**src/rtl/lsu_port.sv**
```systemverilog
// Load/store port: serialises one RV32 load or store at a time onto a BRAM port,
// lane-aligning store data and extracting/extending tagged load returns.
module lsu_port #(
  parameter int TIMEOUT = 15
) (
  input  logic        clk,
  input  logic        rst,
  input  logic        req_valid,
  output logic        req_ready,
  input  logic        req_we,
  input  logic [2:0]  req_funct3,
  input  logic [31:0] req_addr,
  input  logic [31:0] req_wdata,
  input  logic [4:0]  req_rd,
  output logic        mem_en,
  output logic [3:0]  mem_we,
  output logic [31:0] mem_addr,
  output logic [31:0] mem_din,
  input  logic [31:0] mem_dout,
  input  logic        mem_rvalid,
  input  logic [31:0] mem_raddr,
  input  logic        mem_accept_read,
  input  logic        mem_accept_write,
  output logic        resp_valid,
  output logic [4:0]  resp_rd,
  output logic [31:0] resp_data,
  output logic        resp_err,
  output logic        busy,
  output logic [1:0]  dbg_state
);

  // Handshake: a request transfers on a rising edge where req_valid and req_ready
  // are both high; the requester holds its fields stable until then. Responses
  // are a one-cycle resp_valid pulse with no backpressure.

  typedef enum logic [1:0] {
    S_IDLE    = 2'd0,
    S_ISSUE   = 2'd1,
    S_WAIT_RD = 2'd2,
    S_RESP    = 2'd3
  } state_t;

  localparam logic [3:0] TMO = 4'(TIMEOUT);

  state_t      r_state;
  logic        r_we;
  logic [2:0]  r_funct3;
  logic [1:0]  r_off;
  logic [31:0] r_word_addr;
  logic [31:0] r_din;
  logic [4:0]  r_rd;
  logic [3:0]  r_tmo;
  logic        r_resp_valid;
  logic [4:0]  r_resp_rd;
  logic [31:0] r_resp_data;
  logic        r_resp_err;

  logic        w_req_legal;
  logic        w_req_misal;
  logic        w_req_bad;
  logic [31:0] w_req_din;
  logic [3:0]  w_st_be;
  logic [31:0] w_ld_shift;
  logic [31:0] w_ld_data;
  logic        w_accept;
  logic        w_issue_fire;
  logic        w_rd_match;
  logic [3:0]  w_tmo_next;
  logic        w_tmo_hit;

  always_comb begin : req_decode
    w_req_legal = 1'b0;
    if (req_we) begin
      w_req_legal = (req_funct3 == 3'b000) || (req_funct3 == 3'b001) ||
                    (req_funct3 == 3'b010);
    end else begin
      w_req_legal = (req_funct3 == 3'b000) || (req_funct3 == 3'b001) ||
                    (req_funct3 == 3'b010) || (req_funct3 == 3'b100) ||
                    (req_funct3 == 3'b101);
    end

    // funct3[1:0] encodes the access size for every legal load and store
    w_req_misal = 1'b0;
    w_req_din   = req_wdata;
    case (req_funct3[1:0])
      2'b00: begin
        w_req_misal = 1'b0;
        w_req_din   = {4{req_wdata[7:0]}};
      end
      2'b01: begin
        w_req_misal = req_addr[0];
        w_req_din   = {2{req_wdata[15:0]}};
      end
      default: begin
        w_req_misal = (req_addr[1:0] != 2'b00);
        w_req_din   = req_wdata;
      end
    endcase

    w_req_bad = !w_req_legal || w_req_misal;
  end

  always_comb begin : store_be
    w_st_be = 4'b1111;
    case (r_funct3[1:0])
      2'b00:   w_st_be = 4'b0001 << r_off;
      2'b01:   w_st_be = 4'b0011 << r_off;
      default: w_st_be = 4'b1111;
    endcase
  end

  always_comb begin : load_extract
    w_ld_shift = mem_dout >> {r_off, 3'b000};
    w_ld_data  = mem_dout;
    case (r_funct3)
      3'b000:  w_ld_data = {{24{w_ld_shift[7]}}, w_ld_shift[7:0]};
      3'b001:  w_ld_data = {{16{w_ld_shift[15]}}, w_ld_shift[15:0]};
      3'b100:  w_ld_data = {24'd0, w_ld_shift[7:0]};
      3'b101:  w_ld_data = {16'd0, w_ld_shift[15:0]};
      default: w_ld_data = mem_dout;
    endcase
  end

  assign w_accept     = r_we ? mem_accept_write : mem_accept_read;
  assign w_issue_fire = (r_state == S_ISSUE) && w_accept;
  assign w_rd_match   = mem_rvalid && (mem_raddr == r_word_addr);
  assign w_tmo_next   = r_tmo + 4'd1;
  assign w_tmo_hit    = (w_tmo_next == TMO);

  // Enables follow the accept inputs within the issuing cycle, so they are not registered
  assign mem_en    = !rst && (w_issue_fire || (r_state == S_WAIT_RD));
  assign mem_we    = (!rst && w_issue_fire && r_we) ? w_st_be : 4'b0000;
  assign mem_addr  = r_word_addr;
  assign mem_din   = r_din;
  assign req_ready = !rst && (r_state == S_IDLE);
  assign busy      = !rst && (r_state != S_IDLE);
  assign dbg_state = r_state;

  assign resp_valid = r_resp_valid;
  assign resp_rd    = r_resp_rd;
  assign resp_data  = r_resp_data;
  assign resp_err   = r_resp_err;

  always_ff @(posedge clk) begin
    if (rst) begin
      r_state      <= S_IDLE;
      r_we         <= 1'b0;
      r_funct3     <= 3'd0;
      r_off        <= 2'd0;
      r_word_addr  <= 32'd0;
      r_din        <= 32'd0;
      r_rd         <= 5'd0;
      r_tmo        <= 4'd0;
      r_resp_valid <= 1'b0;
      r_resp_rd    <= 5'd0;
      r_resp_data  <= 32'd0;
      r_resp_err   <= 1'b0;
    end else begin
      r_resp_valid <= 1'b0;
      case (r_state)
        S_IDLE: begin
          if (req_valid && req_ready) begin
            r_we        <= req_we;
            r_funct3    <= req_funct3;
            r_off       <= req_addr[1:0];
            r_word_addr <= {2'b00, req_addr[31:2]};
            r_din       <= req_we ? w_req_din : 32'd0;
            r_rd        <= req_rd;
            if (w_req_bad) begin
              r_state      <= S_RESP;
              r_resp_valid <= 1'b1;
              r_resp_err   <= 1'b1;
              r_resp_rd    <= 5'd0;
              r_resp_data  <= 32'd0;
            end else begin
              r_state <= S_ISSUE;
            end
          end
        end
        S_ISSUE: begin
          if (w_accept) begin
            if (r_we) begin
              r_state      <= S_RESP;
              r_resp_valid <= 1'b1;
              r_resp_err   <= 1'b0;
              r_resp_rd    <= 5'd0;
              r_resp_data  <= 32'd0;
            end else begin
              r_state <= S_WAIT_RD;
              r_tmo   <= 4'd0;
            end
          end
        end
        S_WAIT_RD: begin
          // A matching return wins over a timeout landing in the same cycle
          if (w_rd_match) begin
            r_state      <= S_RESP;
            r_resp_valid <= 1'b1;
            r_resp_err   <= 1'b0;
            r_resp_rd    <= r_rd;
            r_resp_data  <= w_ld_data;
          end else if (w_tmo_hit) begin
            r_state      <= S_RESP;
            r_resp_valid <= 1'b1;
            r_resp_err   <= 1'b1;
            r_resp_rd    <= 5'd0;
            r_resp_data  <= 32'd0;
          end else begin
            r_tmo <= w_tmo_next;
          end
        end
        S_RESP: begin
          r_state     <= S_IDLE;
          r_resp_rd   <= 5'd0;
          r_resp_data <= 32'd0;
          r_resp_err  <= 1'b0;
        end
        default: r_state <= S_IDLE;
      endcase
    end
  end

endmodule

```
**config.mk**
```make
export PLATFORM = sky130hd
export DESIGN_NAME = lsu_port
export DESIGN_NICKNAME = d
export VERILOG_FILES = /design/src/rtl/lsu_port.sv
export SDC_FILE = /design/constraint.sdc
export NUM_CORES = 1
export LEC_CHECK = 0
export CAP_MARGIN = 20
export CORE_AREA = 10 10 125 127
export CTS_BUF_LIST = sky130_fd_sc_hd__clkbuf_4 sky130_fd_sc_hd__clkbuf_8
export DETAILED_ROUTE_END_ITERATION = 12
export DIE_AREA = 0 0 135 137
export HOLD_SLACK_MARGIN = 0.03
export PLACE_DENSITY_LB_ADDON = 0.15
export SLEW_MARGIN = 25
export SYNTH_ARGS = -nofsm -noshare
export SYNTH_HDL_FRONTEND = slang
export SYNTH_SLANG_ARGS = --single-unit
```
**constraint.sdc**
```tcl
create_clock -name clk -period 5.81 [get_ports clk]
set_clock_uncertainty 0.15 [all_clocks]
set_input_delay 0.8715 -clock clk [delete_from_list [all_inputs] [get_ports clk]]
set_output_delay 0.8715 -clock clk [all_outputs]
set_load 0.02 [all_outputs]
```
After elaboration in Yosys (flattened, before gate mapping)

Cells that the tools add are included.

Add/subtract/negate cells: 1
Multiply operators: 0
Divide/modulo/power cells: 0
Order comparisons: 0
Equality and inequality tests: 22
Shifts and indexed selects: 3
Mux-type cells: 48
Bitwise gates (word level): 0
Reductions and logical operators: 28

Operators with widths:

| kind                  | number |
|---|---|
| $pmux W32 S4          | 2 |
| $mux W32              | 7 |
| $pmux W32 S2          | 1 |
| $eq A32 B30 Y1        | 1 |
| $shr A32 B5 Y16       | 1 |
| $mux W5               | 6 |
| $mux W4               | 5 |
| $pmux W5 S4           | 1 |
| $pmux W4 S2           | 2 |
| $mux W1               | 15 |
| $eq A3 B3 Y1 const B  | 4 |
| $ne A2 B2 Y1 const B  | 6 |
| $mux W2               | 5 |
| $reduce_and A5 Y1     | 2 |
| $logic_and A1 B1 Y1   | 8 |
| $pmux W2 S4           | 1 |
| $eq A2 B1 Y1 const B  | 3 |
| $eq A3 B1 Y1 const B  | 2 |
| $logic_not A2 Y1      | 3 |
| $logic_not A3 Y1      | 2 |
| $logic_or A1 B1 Y1    | 6 |
| $reduce_bool A2 Y1    | 3 |
| $add A4 B1 Y4 const B | 1 |
| $eq A2 B2 Y1 const B  | 2 |
| 12 further kinds      | 13 |

Bits in registers: 118
Latch bits: 0
Bits in writable memories: 0
Bits in read-only memories: 0
Input port bits: 143
Output and inout port bits: 112
Word-level logic and storage cells: 114
Memories: 0

Logic depth before layout (Yosys ltp)

Gate-level depths: netlist of the first run.

Depth after elaboration: 11
Gate-level depth with buffers: 11
Gate-level depth less buffers: 8

Worst setup path after synthesis of the first run

OpenSTA, ideal clock, no wires.

Path kind: input to output
Start point: input port rst
End point: output port mem_we[3]
Arrival: 2.004 ns
Required time: 4.789 ns
Slack: 2.784 ns
Stages on the path: 4
Path buffers: 3
Path through: clkbuf_1 clkbuf_1 clkbuf_1 a211oi_1

Cells in the longest elaborated chain, start to end: 4

Ends and longest elaborated chain:

| what                             | line | RTL |
|---|---|---|
| start: declaration               | 7    | `input logic rst,` |
| $logic_not A1 Y1                 | 132  | `assign mem_we = (!rst && w_issue_fire && r_we) ? w_st_be : 4'b0000;` |
| $logic_and A1 B1 Y1 (2 in a row) | 132  |  |
| $mux W4                          | 132  |  |
| end: declaration                 | 16   | `output logic [3:0] mem_we,` |

No other way between the ends.

Worst setup path in the final report of the first run

Start point: register r_funct3[1]
End point: output port mem_we[3]

Cells in the longest elaborated chain, start to end: 3
Elaborated cells between the ends (all ways): 4
Classes of those cells: eq/ne: 1; mux: 2; reduce/logical: 1

Ends and longest elaborated chain:

| what                                                    | line | RTL |
|---|---|---|
| start: declaration                                      | 47   | `logic [2:0] r_funct3;` |
| start signal: assignment                                | 164  | `r_funct3 <= req_funct3;` |
| $eq A2 B1 Y1 / $logic_not A2 Y1 (equally long branches) | 105  | `case (r_funct3[1:0])` |
| $pmux W4 S2 (*)                                         | 105  |  |
| $mux W4 (*)                                             | 132  |  |

Every way passes the cells marked *; elsewhere a longest branch is shown, timed or not.

==> impl_results.rst, run 1 <==
.. list-table::
   :header-rows: 1

   * - Metric
     - Value
   * - Outcome
     - finished, final reports clean
   * - Type of the worst setup path
     - flip-flop to output pin
   * - Required time at the endpoint of the critical path
     - approximately 4.8 ns
   * - First-pass iteration count of the detailed router
     - 5
   * - Hold-fix buffers at CTS
     - 0
   * - Distinct cells, synth
     - 63
   * - Most common cell after layout, fill and taps aside
     - clkdlybuf4s50_1
   * - Sequential-to-total area share from yosys stat
     - 0.380
   * - HP Start
     - mem_din[21]
   * - Antenna violations before repair
     - 0
   * - TritonCTS clock tree
     - yes
   * - Final net count
     - roughly 1100
   * - Max stage delay on crit path
     - a little over 0.7 ns
   * - Worst Hold Class
     - flip-flop to flip-flop
   * - Average routed wire per standard cell
     - about 19 um
   * - Number of failing setup endpoints in the final timing report
     - 0
   * - Post-CTS Setup Inserts
     - 0
   * - Core region area
     - between 10000 and 15000 um^2
   * - Cell at the root of the clock tree
     - clkbuf_8
   * - Length in cells of the worst reg-to-reg path
     - 9
   * - Total number of yosys warnings
     - 0
   * - P per Cell Area
     - approximately 320 nW/um^2
   * - Setup repair after global routing missed its margin
     - no
   * - Detailed-route via count
     - between 6000 and 7000
   * - Actual slew at the worst max-slew pin
     - 1.01 ns
   * - Setup WS pre-CTS
     - 2.02 ns
   * - Per-instance average area after synthesis
     - around 8 um^2
   * - All-Layer GR Usage
     - 0.228
   * - Drt total wl
     - ~22000 um
   * - Dominant register cell in the synthesized netlist
     - dfxtp_1
   * - Cell area after layout
     - slightly above 9000 um^2
   * - FF-to-FF setup slack
     - around 2.9 ns
   * - Master of the slowest instance on the critical path
     - dfxtp_1
   * - Data arrival time of the worst path
     - around 2.7 ns
   * - Remaining global-route overflow
     - 0
   * - Crit-path leading delay family
     - buffers and inverters
   * - Series of cell instances along the critical path
     - inv_1 -> a211oi_1 -> clkdlybuf4s50_1
   * - Final weighted congestion in routability-driven placement
     - approximately 0.9
   * - Cell area after placement
     - between 8000 and 9000 um^2
   * - Rows
     - 42
   * - Standby leakage power
     - 3.22 nW
   * - Clk pin slew, worst setup/hold paths
     - about 0.070 ns
   * - Relative slew slack
     - 0.329
   * - Global-route met3 utilization
     - 0.0986
   * - Cell area after technology mapping
     - 6220 um^2
   * - DRC violation total after the first TritonRoute iteration
     - between 600 and 700
   * - Crit share post-route
     - 0.643
   * - Wire length of the first global-routing pass
     - 33600 um
   * - Half-perimeter wire length after placement
     - 16400 um
   * - Fraction of registers with async set or reset after synthesis
     - 0
   * - Synthesized instance count
     - 780
   * - GR Util met2
     - 0.367
   * - Number of design rule violations left after detail routing
     - 0
   * - Horizontal die dimension
     - 135 um
   * - Min-Delay Path Depth
     - 2
   * - FILL cells
     - between 1000 and 1500
   * - Total of buffers placed on input and output ports
     - 252
   * - Height of the chip
     - roughly 140 um
   * - Number of gates resized after CTS
     - 0
   * - Kind of start point of the critical path
     - flip-flop
   * - Critical R2R Launch
     - dbg_state[0]
   * - Antenna diodes
     - 0
   * - Max-slew violations
     - 0
   * - Clock net sink count
     - between 100 and 150
   * - Number of routed nets with antenna violations
     - 0
   * - Most congested layer reported by global routing
     - met2
   * - Number of flops mapped to enable cells by yosys
     - 0
   * - Setup TNS Final
     - 0 ns
   * - Worst R2R End
     - resp_data[13]
   * - Deepest clock path buffer count
     - 2
   * - Initial Util
     - 0.476
   * - Fin worst setup slack
     - ~2.1 ns
   * - Worst Hold Path EP
     - mem_din[21]
   * - Boundary pin count
     - 255
   * - Ratio of cells with drive above 1 in the final layout
     - 0.0705
   * - Commonest cells after routing, fill and taps aside
     - clkdlybuf4s50_1, nand2_1, dfxtp_1
   * - Pin count of the biggest net entering global routing
     - 97
   * - Period minus WS final
     - ~3.7 ns
   * - Met1 Resource Use GR
     - 0.267
   * - Buf+Inv Stages, Crit Path
     - 2
   * - Biggest fanout along the worst timing path
     - 25
   * - Clock buffer count from CTS
     - 17
   * - CP Capture Type
     - output pin
   * - Final Hold Violating Endpoints
     - 0
   * - Total die area
     - roughly 18000 um^2
   * - Relative area change from synthesis to final layout
     - 47.2%
   * - Via count of the first global-routing pass
     - 6223
   * - Layout Utilization
     - 0.700
   * - Achievable frequency
     - 268 MHz
   * - Clock latency on the worst-skew pair
     - 0.45 ns
   * - Via density per instance
     - approximately 5.5
   * - H-tree depth reported by CTS
     - 4
   * - Number of register bits inferred by synthesis
     - roughly 120
   * - Max-cap viol count
     - 0
   * - Worst vdd rail ir drop
     - approximately 180 uV
-- routing by layer --
metal,wire length (um),vias to the layer above
li1,-,3188
met1,9050,2982
met2,10200,292
met3,2370,27
met4,380,0
met5,0,-
-- state kept, by name (all words and copies together) (netlist names) --
| name | count |
|---|---|
| mem_din | 32 |
| resp_data | 32 |
| mem_addr | 30 |
| r_rd | 5 |
| resp_rd | 5 |
| r_tmo | 4 |
| r_funct3 | 3 |
| dbg_state | 2 |
| r_off | 2 |
| r_we | 1 |
| resp_err | 1 |
| resp_valid | 1 |
-- power by group --
part,internal [W],switching (W)
clock network,0.000462,0.000330
registers,0.000892,0.0000888
logic,0.000480,0.000671
-- cell type report --
class	count	area, um^2	area share
repair buffers	260	2580	0.281
well taps	176	220	0.0240
inverters	16	60.1	0.00656
clock inverters	9	125	0.0137
multi-input cells	582	3530	0.385
flip-flops and latches	118	2360	0.258
clock buffers	22	290	0.0317
-- cells in the mapped netlist, drive strengths merged, types with 17 or more instances --
library cell | count | area (um^2)
nand3 | 24 | 120
nand2 | 136 | 510
a22oi | 17 | 133
mux2i | 30 | 300
o21ai | 93 | 465
nand4 | 25 | 163
dfxtp | 118 | 2360
mux2 | 21 | 236
a21oi | 51 | 255
clkbuf | 49 | 185
nor2 | 39 | 149
xnor2 | 24 | 210
-- logic make-up after synthesis --
| family | synth area share |
|---|---|
| compound gates | 0.206 |
| xor+xnor | 0.0450 |
| fa+ha+maj | 0.0121 |
| buf+inv | 0.0545 |
| flops | 0.380 |
| mux | 0.0863 |
| other cells | 0.000603 |
| simple gates | 0.216 |
-- per-stage QoR --
step	cells	hold WS, ns	power (W)
after floorplan	781	0.286	0.00174
after global placement	1152	0.287	0.00213
after detailed placement	1152	0.293	0.00214
after CTS	1183	0.302	0.00293
after global routing	1183	0.320	0.00308
final	1183	0.300	0.00292
-- worst reg2reg max path, stage by stage (launching register included) --
cell	delay, ns
dfxtp_1	0.35
inv_1	0.15
ha_1	0.37
nor2b_1	0.29
and2_2	0.20
nand2_1	0.10
a22o_1	0.37
nor2_2	0.14
buf_4	0.33
mux2_2	0.39
-- worst max-delay path by stage --
stage / start / to / slack [ns] / cells after the start
3_3_place_gp: req_funct3[0] / resp_data[14] / 2.04 / 8
6_report: r_funct3[1] / mem_we[3] / 2.07 / 3
5_1_grt: r_funct3[1] / mem_we[3] / 1.92 / 3
3_5_place_dp: req_funct3[0] / resp_data[8] / 2.02 / 8
4_1_cts: r_funct3[1] / mem_we[3] / 2.07 / 3
2_1_floorplan: rst / mem_we[3] / 2.78 / 4
Power figures use the tool's default switching activity.
==> inputs of run 2 (changes only) <==
Settings changed: CORE_AREA 10 10 125 127 to 10 10 129 131, DIE_AREA 0 0 135 137 to 0 0 139 141.
Clock period 5.81 ns to 3.45 ns, I/O delays scaled along.
==> run 2 against run 1 <==
  * Sequential power is 68% higher
  * Final cell count is 1.6% higher
  * Non-clock buffer count is 11 higher
  * Die area is 6.0% higher
  * Count of clock-buffer cells in the layout is 3 lower
  * Clock power is 96% higher
  * Via count is 0.17% higher
  * Power is 78% higher
  * Global-route usage is 0.85 points lower
  * Highest routed layer unchanged
==> impl_results.rst, run 2 (synthesis results as in run 1) <==
.. list-table::
   :header-rows: 1

   * - Metric
     - Value
   * - Final Hold Violating Endpoints
     - 0 (unchanged)
   * - Ratio of cells with drive above 1 in the final layout
     - 0.0806 (+0.0100)
   * - Half-perimeter wire length after placement
     - 17000 um (+3.3%)
   * - Horizontal die dimension
     - 139 um (+3.0%)
   * - CP Capture Type
     - output pin
   * - Number of failing setup endpoints in the final timing report
     - 0 (unchanged)
   * - Post-CTS Setup Inserts
     - 0 (unchanged)
   * - Final net count
     - 1155 (+0.96%)
   * - Max-slew violations
     - 0 (unchanged)
   * - Antenna diodes
     - 0 (unchanged)
   * - Via count of the first global-routing pass
     - 6440 (+3.5%)
   * - Layout Utilization
     - 0.657 (-0.0436)
   * - Area used by sequential logic in the layout
     - 2360 um^2 (unchanged)
   * - Rows
     - 44 (+4.8%)
   * - Deepest clock path buffer count
     - 2 (unchanged)
   * - Series of cell instances along the critical path
     - inv_1 -> ha_1 -> nand3_1 -> nor2_1 -> o21a_1 -> clkdlybuf4s50_1
   * - Number of routed nets with antenna violations
     - 0 (unchanged)
   * - Total die area
     - 19600 um^2 (+6.0%)
   * - Power after layout
     - 0.00521 W (+78%)
   * - Worst Hold Path EP
     - mem_din[21]
   * - Average routed wire per standard cell
     - 18.6 um (-0.23%)
   * - Relative slew slack
     - 0.414 (+0.0845)
   * - Remaining global-route overflow
     - 0 (unchanged)
   * - Cell area after layout
     - 9330 um^2 (+1.8%)
   * - Area used by multi-input combinational logic
     - 3530 um^2 (unchanged)
   * - Max stage delay on crit path
     - 0.62 ns (-0.10 ns)
   * - Min-Delay Path Depth
     - 2 (unchanged)
   * - Biggest fanout along the worst timing path
     - 8 (-68%)
   * - Pin count of the biggest net entering global routing
     - 97 (unchanged)
   * - P per Cell Area
     - 559 nW/um^2 (+75%)
   * - Setup repair after global routing missed its margin
     - no
   * - Worst R2R End
     - resp_data[4]
   * - Period minus WS final
     - 3.16 ns
   * - Clock buffer count from CTS
     - 17 (unchanged)
   * - Crit share post-route
     - 0.916
   * - All-Layer GR Usage
     - 0.220 (-0.00847)
   * - HP Start
     - mem_din[21]
   * - Number of design rule violations left after detail routing
     - 0 (unchanged)
   * - Cell area after placement
     - 8840 um^2 (+1.1%)
   * - Initial Util
     - 0.438 (-0.0374)
   * - Via density per instance
     - 5.41 (-1.4%)
   * - Antenna violations before repair
     - 0 (unchanged)
   * - Length in cells of the worst reg-to-reg path
     - 8 (-1)
   * - Number of gates resized after CTS
     - 0 (unchanged)
   * - Actual slew at the worst max-slew pin
     - 0.879 ns (-0.127 ns)
   * - Standby leakage power
     - 3.30 nW (+2.4%)
   * - Clk pin slew, worst setup/hold paths
     - 0.07 ns (about the same)
   * - Commonest cells after routing, fill and taps aside
     - clkdlybuf4s50_1, nand2_1, dfxtp_1
   * - Core region area
     - 14200 um^2 (+8.5%)
   * - Clock net sink count
     - 118 (unchanged)
   * - Wire length of the first global-routing pass
     - 35200 um (+5.0%)
   * - Worst Hold Class
     - flip-flop to flip-flop
   * - Achievable frequency
     - about 320 MHz
   * - FF-to-FF setup slack
     - 0.79 ns (-2.06 ns)
   * - First-pass iteration count of the detailed router
     - 6 (+1)
   * - Worst vdd rail ir drop
     - 378 uV (+110%)
   * - Drt total wl
     - 22300 um (+1.4%)
   * - Master of the slowest instance on the critical path
     - clkdlybuf4s50_1
   * - Setup TNS Final
     - 0 ns (unchanged)
   * - Total of buffers placed on input and output ports
     - 252 (unchanged)
   * - FILL cells
     - 1285 (+19%)
   * - Hold-fix buffers at CTS
     - 0 (unchanged)
   * - Boundary pin count
     - 255 (unchanged)
   * - Detailed-route via count
     - 6500 (+0.17%)
   * - Height of the chip
     - 141 um (+2.9%)
   * - Post-route worst hold slack
     - 0.303 ns (+0.00244 ns)
   * - Cell at the root of the clock tree
     - clkbuf_8
   * - Logic depth of the worst setup path including buffers
     - 6 (+3)
   * - Kind of start point of the critical path
     - flip-flop
   * - Outcome
     - finished, final reports clean
   * - Max-cap viol count
     - 0 (unchanged)
   * - H-tree depth reported by CTS
     - 4 (unchanged)
   * - Final weighted congestion in routability-driven placement
     - 0.927 (+5.2%)
   * - Required time at the endpoint of the critical path
     - 2.78 ns (-2.01 ns)
   * - Critical R2R Launch
     - dbg_state[0]
   * - TritonCTS clock tree
     - yes
   * - Most common cell after layout, fill and taps aside
     - clkdlybuf4s50_1
   * - Type of the worst setup path
     - flip-flop to output pin
   * - DRC violation total after the first TritonRoute iteration
     - 474 (-27%)
   * - Clock latency on the worst-skew pair
     - 0.44 ns (about the same)
   * - Buf+Inv Stages, Crit Path
     - 2 (unchanged)
   * - Crit-path leading delay family
     - buffers and inverters
   * - Relative area change from synthesis to final layout
     - 49.9%
   * - Data arrival time of the worst path
     - 2.49 ns (-0.23 ns)
-- run 2: changes by cell type in the layout (fill, tap and decap cells not counted), sizes merged --
cell	before	now
clkinv	5	4
buf	9	20
clkbuf	22	19
bufinv	3	6
clkinvlp	2	3
-- run 2: area by class of cell --
class,count,share of cell area
clock inverters,12,0.0242
clock buffers,19,0.0280
inverters,16,0.00644
flip-flops and latches,118,0.253
well taps,184,0.0247
multi-input cells,582,0.378
repair buffers,271,0.285
-- run 2: worst max-delay path by stage --
| stage | start | to | slack (ns) |
|---|---|---|---|
| floorplan | dbg_state[0] | resp_data[11] | 0.62 |
| global route | dbg_state[1] | mem_we[2] | 0.15 |
| finish | dbg_state[1] | mem_we[2] | 0.29 |
| detailed placement | mem_rvalid | resp_data[16] | 0.43 |
| global placement | mem_rvalid | resp_data[28] | 0.44 |
| CTS | dbg_state[1] | mem_we[2] | 0.31 |
-- run 2: per-stage QoR --
step,cells,worst slack [ns]
2_1_floorplan,781,0.615
3_3_place_gp,1171,0.444
3_5_place_dp,1171,0.431
4_1_cts,1202,0.306
5_1_grt,1202,0.155
6_report,1202,0.289
-- run 2: power breakdown --
part           internal [W]  switching (W)
clock              0.000968       0.000581
sequential          0.00150       0.000153
combinational      0.000853        0.00116
-- run 2: worst min-delay path: cells and delay by family (launching register included) --
family / cells / cell delay (ns)
flip-flops: 1 / 0.31
AND/OR/NAND/NOR: 1 / 0.05
AO/OA/AOI/OAI: 1 / 0.05
-- run 2: layer usage --
layer / part of all wire / GRT usage / wire (um)
met1: 0.42 / 0.259 / 9410
met2: 0.46 / 0.351 / 10200
met3: 0.10 / 0.0984 / 2310
met4: 0.018 / 0.0692 / 409
met5: 0 / 0 / 0
